<file path="config.mk">
export PLATFORM = sky130hd
export DESIGN_NAME = dcache_ctrl
export DESIGN_NICKNAME = d
export VERILOG_FILES = /design/src/rtl/dcache_ctrl.sv
export SDC_FILE = /design/constraint.sdc
export NUM_CORES = 2
export LEC_CHECK = 0
export BUFFER_PORTS_ARGS = -buffer_cell sky130_fd_sc_hd__buf_2
export CAP_MARGIN = 20
export CORE_MARGIN = 8
export CORE_UTILIZATION = 55
export DETAILED_ROUTE_END_ITERATION = 8
export MAX_ROUTING_LAYER = met4
export PLACE_DENSITY = 0.75
export REMOVE_ABC_BUFFERS = 1
export SYNTH_ARGS = -nofsm -noshare
export SYNTH_HDL_FRONTEND = slang
export SYNTH_SLANG_ARGS = --single-unit
</file>
<file path="constraint.sdc">
create_clock -name clk_i -period 7.1 [get_ports clk_i]
set_input_delay 1.42 -clock clk_i [delete_from_list [all_inputs] [get_ports clk_i]]
set_output_delay 1.42 -clock clk_i [all_outputs]
set_load 0.01 [all_outputs]
</file>
<file path="src/rtl/dcache_ctrl.sv">
// dcache_ctrl: direct-mapped, write-back, write-allocate data cache controller
// sitting between the EX/MEM register and a slow line-wide backing memory.
// Hits complete combinationally in IDLE; a miss stalls the pipeline while the
// dirty victim (if any) is written back and the line is refilled.
// Optional build macro: DCACHE_STATS_EN adds hit_cnt_o / miss_cnt_o counters.
//
// Memory handshake: mem_req_o is held high with mem_we_o/mem_addr_o/mem_wdata_o
// stable until mem_ack_i is seen high at a clock edge; one ack completes one
// line transfer, and an ack arriving while mem_req_o is low is ignored.
module dcache_ctrl #(
    parameter int LINES = 16,
    parameter int WORDS = 4
) (
    input  logic                  clk_i,
    input  logic                  rst_i,
    input  logic                  cpu_req_i,
    input  logic                  cpu_we_i,
    input  logic [31:0]           cpu_addr_i,
    input  logic [31:0]           cpu_wdata_i,
    output logic [31:0]           cpu_rdata_o,
    output logic                  cpu_stall_o,
    output logic                  mem_req_o,
    output logic                  mem_we_o,
    output logic [31:0]           mem_addr_o,
    output logic [32*WORDS-1:0]   mem_wdata_o,
    input  logic [32*WORDS-1:0]   mem_rdata_i,
    input  logic                  mem_ack_i
`ifdef DCACHE_STATS_EN
    ,
    output logic [31:0]           hit_cnt_o,
    output logic [31:0]           miss_cnt_o
`endif
);

    localparam int WBITS = $clog2(WORDS);
    localparam int IBITS = $clog2(LINES);
    localparam int TBITS = 32 - IBITS - WBITS - 2;
    localparam int LW    = 32 * WORDS;

    typedef enum logic [1:0] {
        IDLE   = 2'd0,
        WBACK  = 2'd1,
        REFILL = 2'd2
    } state_t;

    state_t state_q, state_d;

    // Line storage: only valid/dirty are reset, tags and data are not.
    logic [LINES-1:0] valid_q;
    logic [LINES-1:0] dirty_q;
    logic [TBITS-1:0] tag_q  [LINES];
    logic [LW-1:0]    data_q [LINES];

    // Line address of the outstanding miss.
    logic [TBITS-1:0] miss_tag_q;
    logic [IBITS-1:0] miss_idx_q;

    // CPU address split.
    logic [WBITS-1:0] cpu_word;
    logic [IBITS-1:0] cpu_idx;
    logic [TBITS-1:0] cpu_tag;
    logic             unused_addr_bits;

    assign cpu_word         = cpu_addr_i[WBITS+1:2];
    assign cpu_idx          = cpu_addr_i[WBITS+2 +: IBITS];
    assign cpu_tag          = cpu_addr_i[31 -: TBITS];
    assign unused_addr_bits = ^cpu_addr_i[1:0];

    logic [LW-1:0] cpu_line;
    logic [LW-1:0] victim_line;
    logic          hit;
    logic          idle_hit;
    logic          idle_miss;
    logic          store_hit;
    logic          refill_done;

    assign cpu_line    = data_q[cpu_idx];
    assign victim_line = data_q[miss_idx_q];
    assign hit         = cpu_req_i && valid_q[cpu_idx] && (tag_q[cpu_idx] == cpu_tag);
    assign idle_hit    = (state_q == IDLE) && hit;
    assign idle_miss   = (state_q == IDLE) && cpu_req_i && !hit;
    assign store_hit   = idle_hit && cpu_we_i;
    assign refill_done = (state_q == REFILL) && mem_ack_i;

    // State register.
    always_ff @(posedge clk_i) begin
        if (rst_i) begin
            state_q <= IDLE;
        end else begin
            state_q <= state_d;
        end
    end

    // Next-state and output decode; IDLE drives every memory output to zero.
    always_comb begin
        state_d     = state_q;
        cpu_stall_o = 1'b0;
        cpu_rdata_o = '0;
        mem_req_o   = 1'b0;
        mem_we_o    = 1'b0;
        mem_addr_o  = '0;
        mem_wdata_o = '0;
        case (state_q)
            IDLE: begin
                if (cpu_req_i) begin
                    if (hit) begin
                        if (!cpu_we_i) begin
                            cpu_rdata_o = cpu_line[{cpu_word, 5'b0} +: 32];
                        end
                    end else begin
                        cpu_stall_o = 1'b1;
                        state_d     = (valid_q[cpu_idx] && dirty_q[cpu_idx]) ? WBACK : REFILL;
                    end
                end
            end
            WBACK: begin
                cpu_stall_o = 1'b1;
                mem_req_o   = 1'b1;
                mem_we_o    = 1'b1;
                mem_addr_o  = {tag_q[miss_idx_q], miss_idx_q, {(WBITS+2){1'b0}}};
                mem_wdata_o = victim_line;
                if (mem_ack_i) begin
                    state_d = REFILL;
                end
            end
            REFILL: begin
                cpu_stall_o = 1'b1;
                mem_req_o   = 1'b1;
                mem_addr_o  = {miss_tag_q, miss_idx_q, {(WBITS+2){1'b0}}};
                if (mem_ack_i) begin
                    state_d = IDLE;
                end
            end
            default: begin
                state_d = IDLE;
            end
        endcase
    end

    // Valid/dirty bookkeeping: stores dirty a hit line, refills install a clean line.
    always_ff @(posedge clk_i) begin
        if (rst_i) begin
            valid_q <= '0;
            dirty_q <= '0;
        end else begin
            if (store_hit) begin
                dirty_q[cpu_idx] <= 1'b1;
            end
            if (refill_done) begin
                valid_q[miss_idx_q] <= 1'b1;
                dirty_q[miss_idx_q] <= 1'b0;
            end
        end
    end

    // Latch the miss line address; memory traffic never looks at the live CPU address.
    always_ff @(posedge clk_i) begin
        if (idle_miss) begin
            miss_tag_q <= cpu_tag;
            miss_idx_q <= cpu_idx;
        end
    end

    // Tag/data arrays: word merge on store hits, whole-line write on refill.
    always_ff @(posedge clk_i) begin
        if (store_hit) begin
            data_q[cpu_idx][{cpu_word, 5'b0} +: 32] <= cpu_wdata_i;
        end
        if (refill_done) begin
            data_q[miss_idx_q] <= mem_rdata_i;
            tag_q[miss_idx_q]  <= miss_tag_q;
        end
    end

`ifdef DCACHE_STATS_EN
    logic [31:0] hit_cnt_q;
    logic [31:0] miss_cnt_q;
    logic        post_fill_q;

    // Count unstalled hits (not the hit that retires a refilled miss) and miss entries.
    always_ff @(posedge clk_i) begin
        if (rst_i) begin
            hit_cnt_q   <= '0;
            miss_cnt_q  <= '0;
            post_fill_q <= 1'b0;
        end else begin
            post_fill_q <= refill_done;
            if (idle_hit && !post_fill_q) begin
                hit_cnt_q <= hit_cnt_q + 32'd1;
            end
            if (idle_miss) begin
                miss_cnt_q <= miss_cnt_q + 32'd1;
            end
        end
    end

    assign hit_cnt_o  = hit_cnt_q;
    assign miss_cnt_o = miss_cnt_q;
`else
    // Default build: no statistics counters.
`endif

endmodule

</file>
== After elaboration in Yosys (flattened, before gate mapping) ==
Memory sizes are Yosys's and may differ from the RTL's. A register that Yosys moved wholly into a read port is not among the register bits.
Cells that the tools add are included.

* Muxes and demuxes: 37
* Bitwise logic cells: 4
* Shift operators: 3
* Reductions and logical operators: 15
* Magnitude comparators: 4
* Equal/unequal tests: 7
* $add $sub $neg: 1

{| class="wikitable"
|+ Operators with widths
! kind !! count
|-
| two-way mux 128 bit || 4
|-
| two-way mux 32 bit || 4
|-
| OR reduction 128 bit || 1
|-
| variable shift 32 x 9 -> 128 bit, first input constant || 1
|-
| variable part select 128 x 8 -> 32 bit || 1
|-
| variable part select 32 x 9 -> 128 bit || 1
|-
| one-hot mux 32 bit (2 select lines) || 1
|-
| two-way mux 16 bit || 3
|-
| bitwise OR 16 bit || 2
|-
| equality test 24 bit || 1
|-
| AND 16 bit || 1
|-
| inverter 16 bit || 1
|-
| two-way mux 4 bit || 3
|-
| two-way mux 1 bit || 11
|-
| logical AND 1 bit || 10
|-
| < comparator 4 x 5 -> 1 bit, second input constant || 2
|-
| two-way mux 2 bit || 5
|-
| negation 7 -> 9 bit || 1
|-
| binary-select mux 1 bit (select 4 bit) || 2
|-
| demux 1 bit (select 4 bit) || 2
|-
| greater-or-equal comparator 4 x 1 -> 1 bit, second input constant || 2
|-
| inequality test 2 bit, second input constant || 4
|-
| one-hot mux 2 bit (3 select lines) || 1
|-
| AND reduction 4 bit || 1
|-
| 6 further kinds || 6
|}

* Logic and storage cells: 78
* Memories: 2
* Input port bits: 197
* Register bits after elaboration: 62
* RAM bits: 2432
* Output and inout port bits: 195

{| class="wikitable"
|+ Memories
! name !! depth !! bits a word !! read ports !! clocked after memory_dff !! write ports !! RTL line !! text
|-
| data_q || 16 || 128 || 2 || 1 || 1 || 52 || <nowiki>logic [LW-1:0] data_q [LINES];</nowiki>
|-
| tag_q || 16 || 24 || 2 || 1 || 1 || 51 || <nowiki>logic [TBITS-1:0] tag_q [LINES];</nowiki>
|}

== Depth between registers and ports, before layout ==
* Depth in word-level cells: 10
* Depth in mapped cells: 15
* Mapped depth without buffers: 9

== Worst setup path after synthesis ==
Ideal clock, no wire load.

* Path type: input to register
* Start: input cpu_addr_i[4]
* End: memory data_q[10][0] (netlist name) (enable)
* Stages on the path: 14
* Required time: 6639 ps
* Arrival: 6443 ps
* Path slack: 196 ps
* Setup time: 461 ps
* Cell sequence: buf_4 > buf_4 > buf_4 > buf_2 > mux4_2 > mux2i_1 > xor2_1 > o2111ai_1 > a21o_1 > nor4_4 > buf_4 > a31oi_4 > buf_2 > nor3_1

* Longest elaborated chain between the ends: 9
* Elaborated cells between the ends (all ways): 12
* Those cells by class: 1 x eq/ne; 6 x mux; 4 x reduce/logical; 1 x memory

{| class="wikitable"
|+ RTL lines
! element !! RTL line !! text
|-
| from (decl) || 18 || <nowiki>input logic [31:0] cpu_addr_i,</nowiki>
|-
| parallel branches: the longest is 9 deep, another holds memory read (16 x 24 bit) || - ||
|-
| to (decl) || 52 ||
|}

Several ways; the timed one is not identified. The select of a mux whose other input is x is not followed.

== Final worst setup path ==
* Start: input cpu_addr_i[4]
* End: output cpu_rdata_o[29]

* Longest elaborated chain between the ends: 7
* Elaborated cells between the ends (all ways): 12
* Those cells by class: 1 x eq/ne; 1 x shift; 6 x mux; 2 x reduce/logical; 2 x memory

{| class="wikitable"
|+ RTL lines
! element !! RTL line !! text
|-
| parallel branches: the longest is 4 deep, another holds memory read (16 x 128 bit) || - ||
|-
| two-way mux 32 bit * || 106 || <nowiki>if (hit) begin</nowiki>
|-
| two-way mux 32 bit * || 105 || <nowiki>if (cpu_req_i) begin</nowiki>
|-
| two-way mux 32 bit * || 103 || <nowiki>case (state_q)</nowiki>
|-
| to (decl) || 20 || <nowiki>output logic [31:0] cpu_rdata_o,</nowiki>
|}

Mark *: on every way between the ends. The select of a mux whose other input is x is not followed.

==> impl_metrics.toml <==
[global_routing]
grt_pass1_wl_um = 501000
grt_overflow = 0
grt_pass1_vias = 66500
grt_max_degree = 105
antenna_found_initial = 71
track_usage = 0.325

[floorplan]
num_rows = 168
die_x_um = 476
die-area_um2 = 226000
start_util = 0.554
dieHeight_um = 476
io_pins = 392
coreArea_um2 = 210000

[timing]
worstMarginPinSlew_ps = 1070
period_needed_ps = 6900
fin_crit_sh = 0.971
rsz0062_at_grt = "false"
setup_tns_ps = 0
setup_slack_ps = 203
report.final.slew_viol_count = 0
max_freq_ghz = 0.145
hold_violations = 0
relSlewSlack = 0.289
finClkSkew_ps = 85.0
finalSetupViolations = 0

[place]
dp_slack_ps = 269
gp_congestion = 0.893
hpwl_um = 217000
io_buffers = 385

[finish]
area_growth_syn_to_layout_pct = 13.4
num-nets-final = 5964
final_layout_size_suffix_gt1_frac = 0.443

[route]
met3WireLength_um = 51300
drc = 0
vias = 65500
drtIter0Drc = 9946
routed.top_layer = "met4"
met1_length_um = 120000
ant_nets = 0
wl_per_cell_um = 40.8
wirelength_um = 360000
first_pass_iters = 5
drt-vias-per-instance = 7.44
met2_length_um = 166000

[setup_path]
r2r-end = "data_q[13][112]$_DFFE_PP_"
rr_startpoint = "tag_q[15][6]$_DFFE_PP_"
start_kind = "primary input"
cp.required_ps = 5680
cp-end-kind = "output port"
slowest_delay_ps = 520
cp_max_fo = 30
rrSetupSlack_ps = 2120
critPathKind = "in2out"
reg2reg_depth = 13
cp.arrival_ps = 5480
cpMaxStageDelayCell = "mux4_2"
worst_path_most_repeated_cell = "buf_4"
crit_chain = "buf_8 > buf_4 > mux4_2 > mux2i_1 > xnor2_1 > nand4_1 > a211o_1 > a2111o_1 > nor4_4 > buf_4 > nand2b_1 > buf_4 > nor2b_1 > buf_2"

[clocking]
clock_latency_ps = 950
clkTransAtPathRegs_ps = 60
root_buffer = "clkbuf_16"
cts_made_buffers = 274
cts_resized = 0
clk_path_buf_depth = 4
cts_htree_levels = 5
clock-sinks = 2498
cts_tree = "done"
cts_hold_buffers = 0
cts_setup_buffers = 0

[logic_synthesis]
ys_seq_area_frac = 0.643
synth-edff-count = 2460
ys_warn_count = 0
async_reset_ff_frac = 0
yosys.area.top_type = "edfxtp_1"
synthesis.area_um2 = 116000
synthTopCellsByArea = "edfxtp_1 64%, mux4_2 29%, a22o_1 1.0%, clkbuf_1 0.96%, and2_1 0.73%"
synth_flop_cell = "edfxtp_1"
ys_ff_latch = 2498
yosysTopAreaCellShare = 0.636
synthCells = 5264
synth.avg_cell_area_um2 = 22.1
yosysUniqueCellTypes = 60

[hold_path]
hp-class = "reg2reg"
hold_start = "valid_q[3]$_SDFFE_PP0P_"
holdPathEnd = "valid_q[3]$_SDFFE_PP0P_"
holdPathStages = 2

[power]
p_total_w = 0.0352
vdd_ir_drop_max_mv = 0.275
power_density_nw_per_um2 = 267
power_leakage_nw = 42.1

[outcome]
status = "completed"

[run]
cap_violations = 0
-- cell type report --
type	count	area, um^2
Antenna cell	64	160
Clock buffer	346	7330
Clock inverter	107	863
Fill cell	13900	78100
Inverter	12	52.6
Multi-Input combinational cell	2312	40200
Sequential cell	2498	74600
Tap cell	2805	3510
Timing Repair Buffer	660	4910
-- placed cells by master (no fill, tap or decap), types with 31 or more instances in the layout --
cell type	count
clkbuf_16	283
buf_4	206
diode_2	64
mux2i_1	63
a22o_1	139
nor2_1	63
dfxtp_1	34
buf_2	381
mux4_2	1512
buf_12	69
clkbuf_1	62
edfxtp_1	2460
a22oi_1	31
and2_1	134
nor3_2	74
clkinv_1	58
nor2b_1	67
-- critical path: cells and delay by family --
kind                      cells  cell delay [ps]
xor gates and xnor gates      1              220
muxes                         2              830
and+or+nand+nor               4              840
AOI/OAI and AO/OA             2              820
buffers and inverters         5             1250
-- metrics by stage --
step / hold slack [ps] / std cells / util / instance area [um^2]
2_1_floorplan: 435 / 4822 / - / 114000
3_3_place_gp: 444 / 8285 / 0.588 / 123000
3_5_place_dp: 453 / 8285 / 0.588 / 123000
4_1_cts: 468 / 8738 / 0.627 / 131000
5_1_grt: 498 / 8788 / 0.628 / 132000
6_report: 465 / 8804 / 0.628 / 132000
-- power breakdown --
group	total [W]	switching [W]	internal [W]	leakage [nW]
clock network	0.0134	0.00561	0.00779	3.99
logic	0.00506	0.00284	0.00222	15.3
registers	0.0167	0.000168	0.0166	22.9
-- registers in the layout, summed over array words and instances, names as in the netlist, named ones only --
register,cells
data_q,2048
tag_q,384
miss_tag_q,24
dirty_q,16
valid_q,16
miss_idx_q,4
state_q,2
-- metal layers --
layer / global-route usage / vias up
met3: 0.106 / 836
met1: 0.413 / 35000
met2: 0.468 / 5132
met4: 0.184 / 0
li1: - / 24500
met5: - / -
-- cell families (layout without fill, tap and decap cells) --
family,Yosys count,count (layout),synth area share
other,1,68,0.0000323
XOR/XNOR,26,26,0.00196
multiplexers,1593,1593,0.300
adder cells (fa/ha/maj),9,9,0.000970
buffers and inverters,457,1125,0.0160
AO/OA/AOI/OAI,257,257,0.0183
AND/OR/NAND/NOR,423,423,0.0199
flip-flops,2498,2498,0.643
-- synth_stat cells, types with 12 or more instances --
master       n
mux2_2      18
nor2_1      71
and2_1     135
a21oi_1     12
xnor2_1     14
buf_2       43
a22oi_1     31
dfxtp_1     38
nor3_1      99
mux2i_1     63
nand2_1     19
clkbuf_1   298
a22o_1     139
buf_1       86
xor2_1      12
a31oi_1     16
mux4_2    1512
nor2b_1     67
buf_4       13
edfxtp_1  2460
-- worst max path at each step --
| stage | from | to |
|---|---|---|
| after detailed placement | cpu_addr_i[4] | cpu_rdata_o[21] |
| after floorplan | register | mem_addr_o[10] |
| final | cpu_addr_i[4] | cpu_rdata_o[29] |
| after global placement | cpu_addr_i[4] | cpu_rdata_o[20] |
| after CTS | cpu_addr_i[4] | cpu_rdata_o[21] |
| after global routing | cpu_addr_i[4] | cpu_rdata_o[3] |
(Power assumes the default switching activity.)
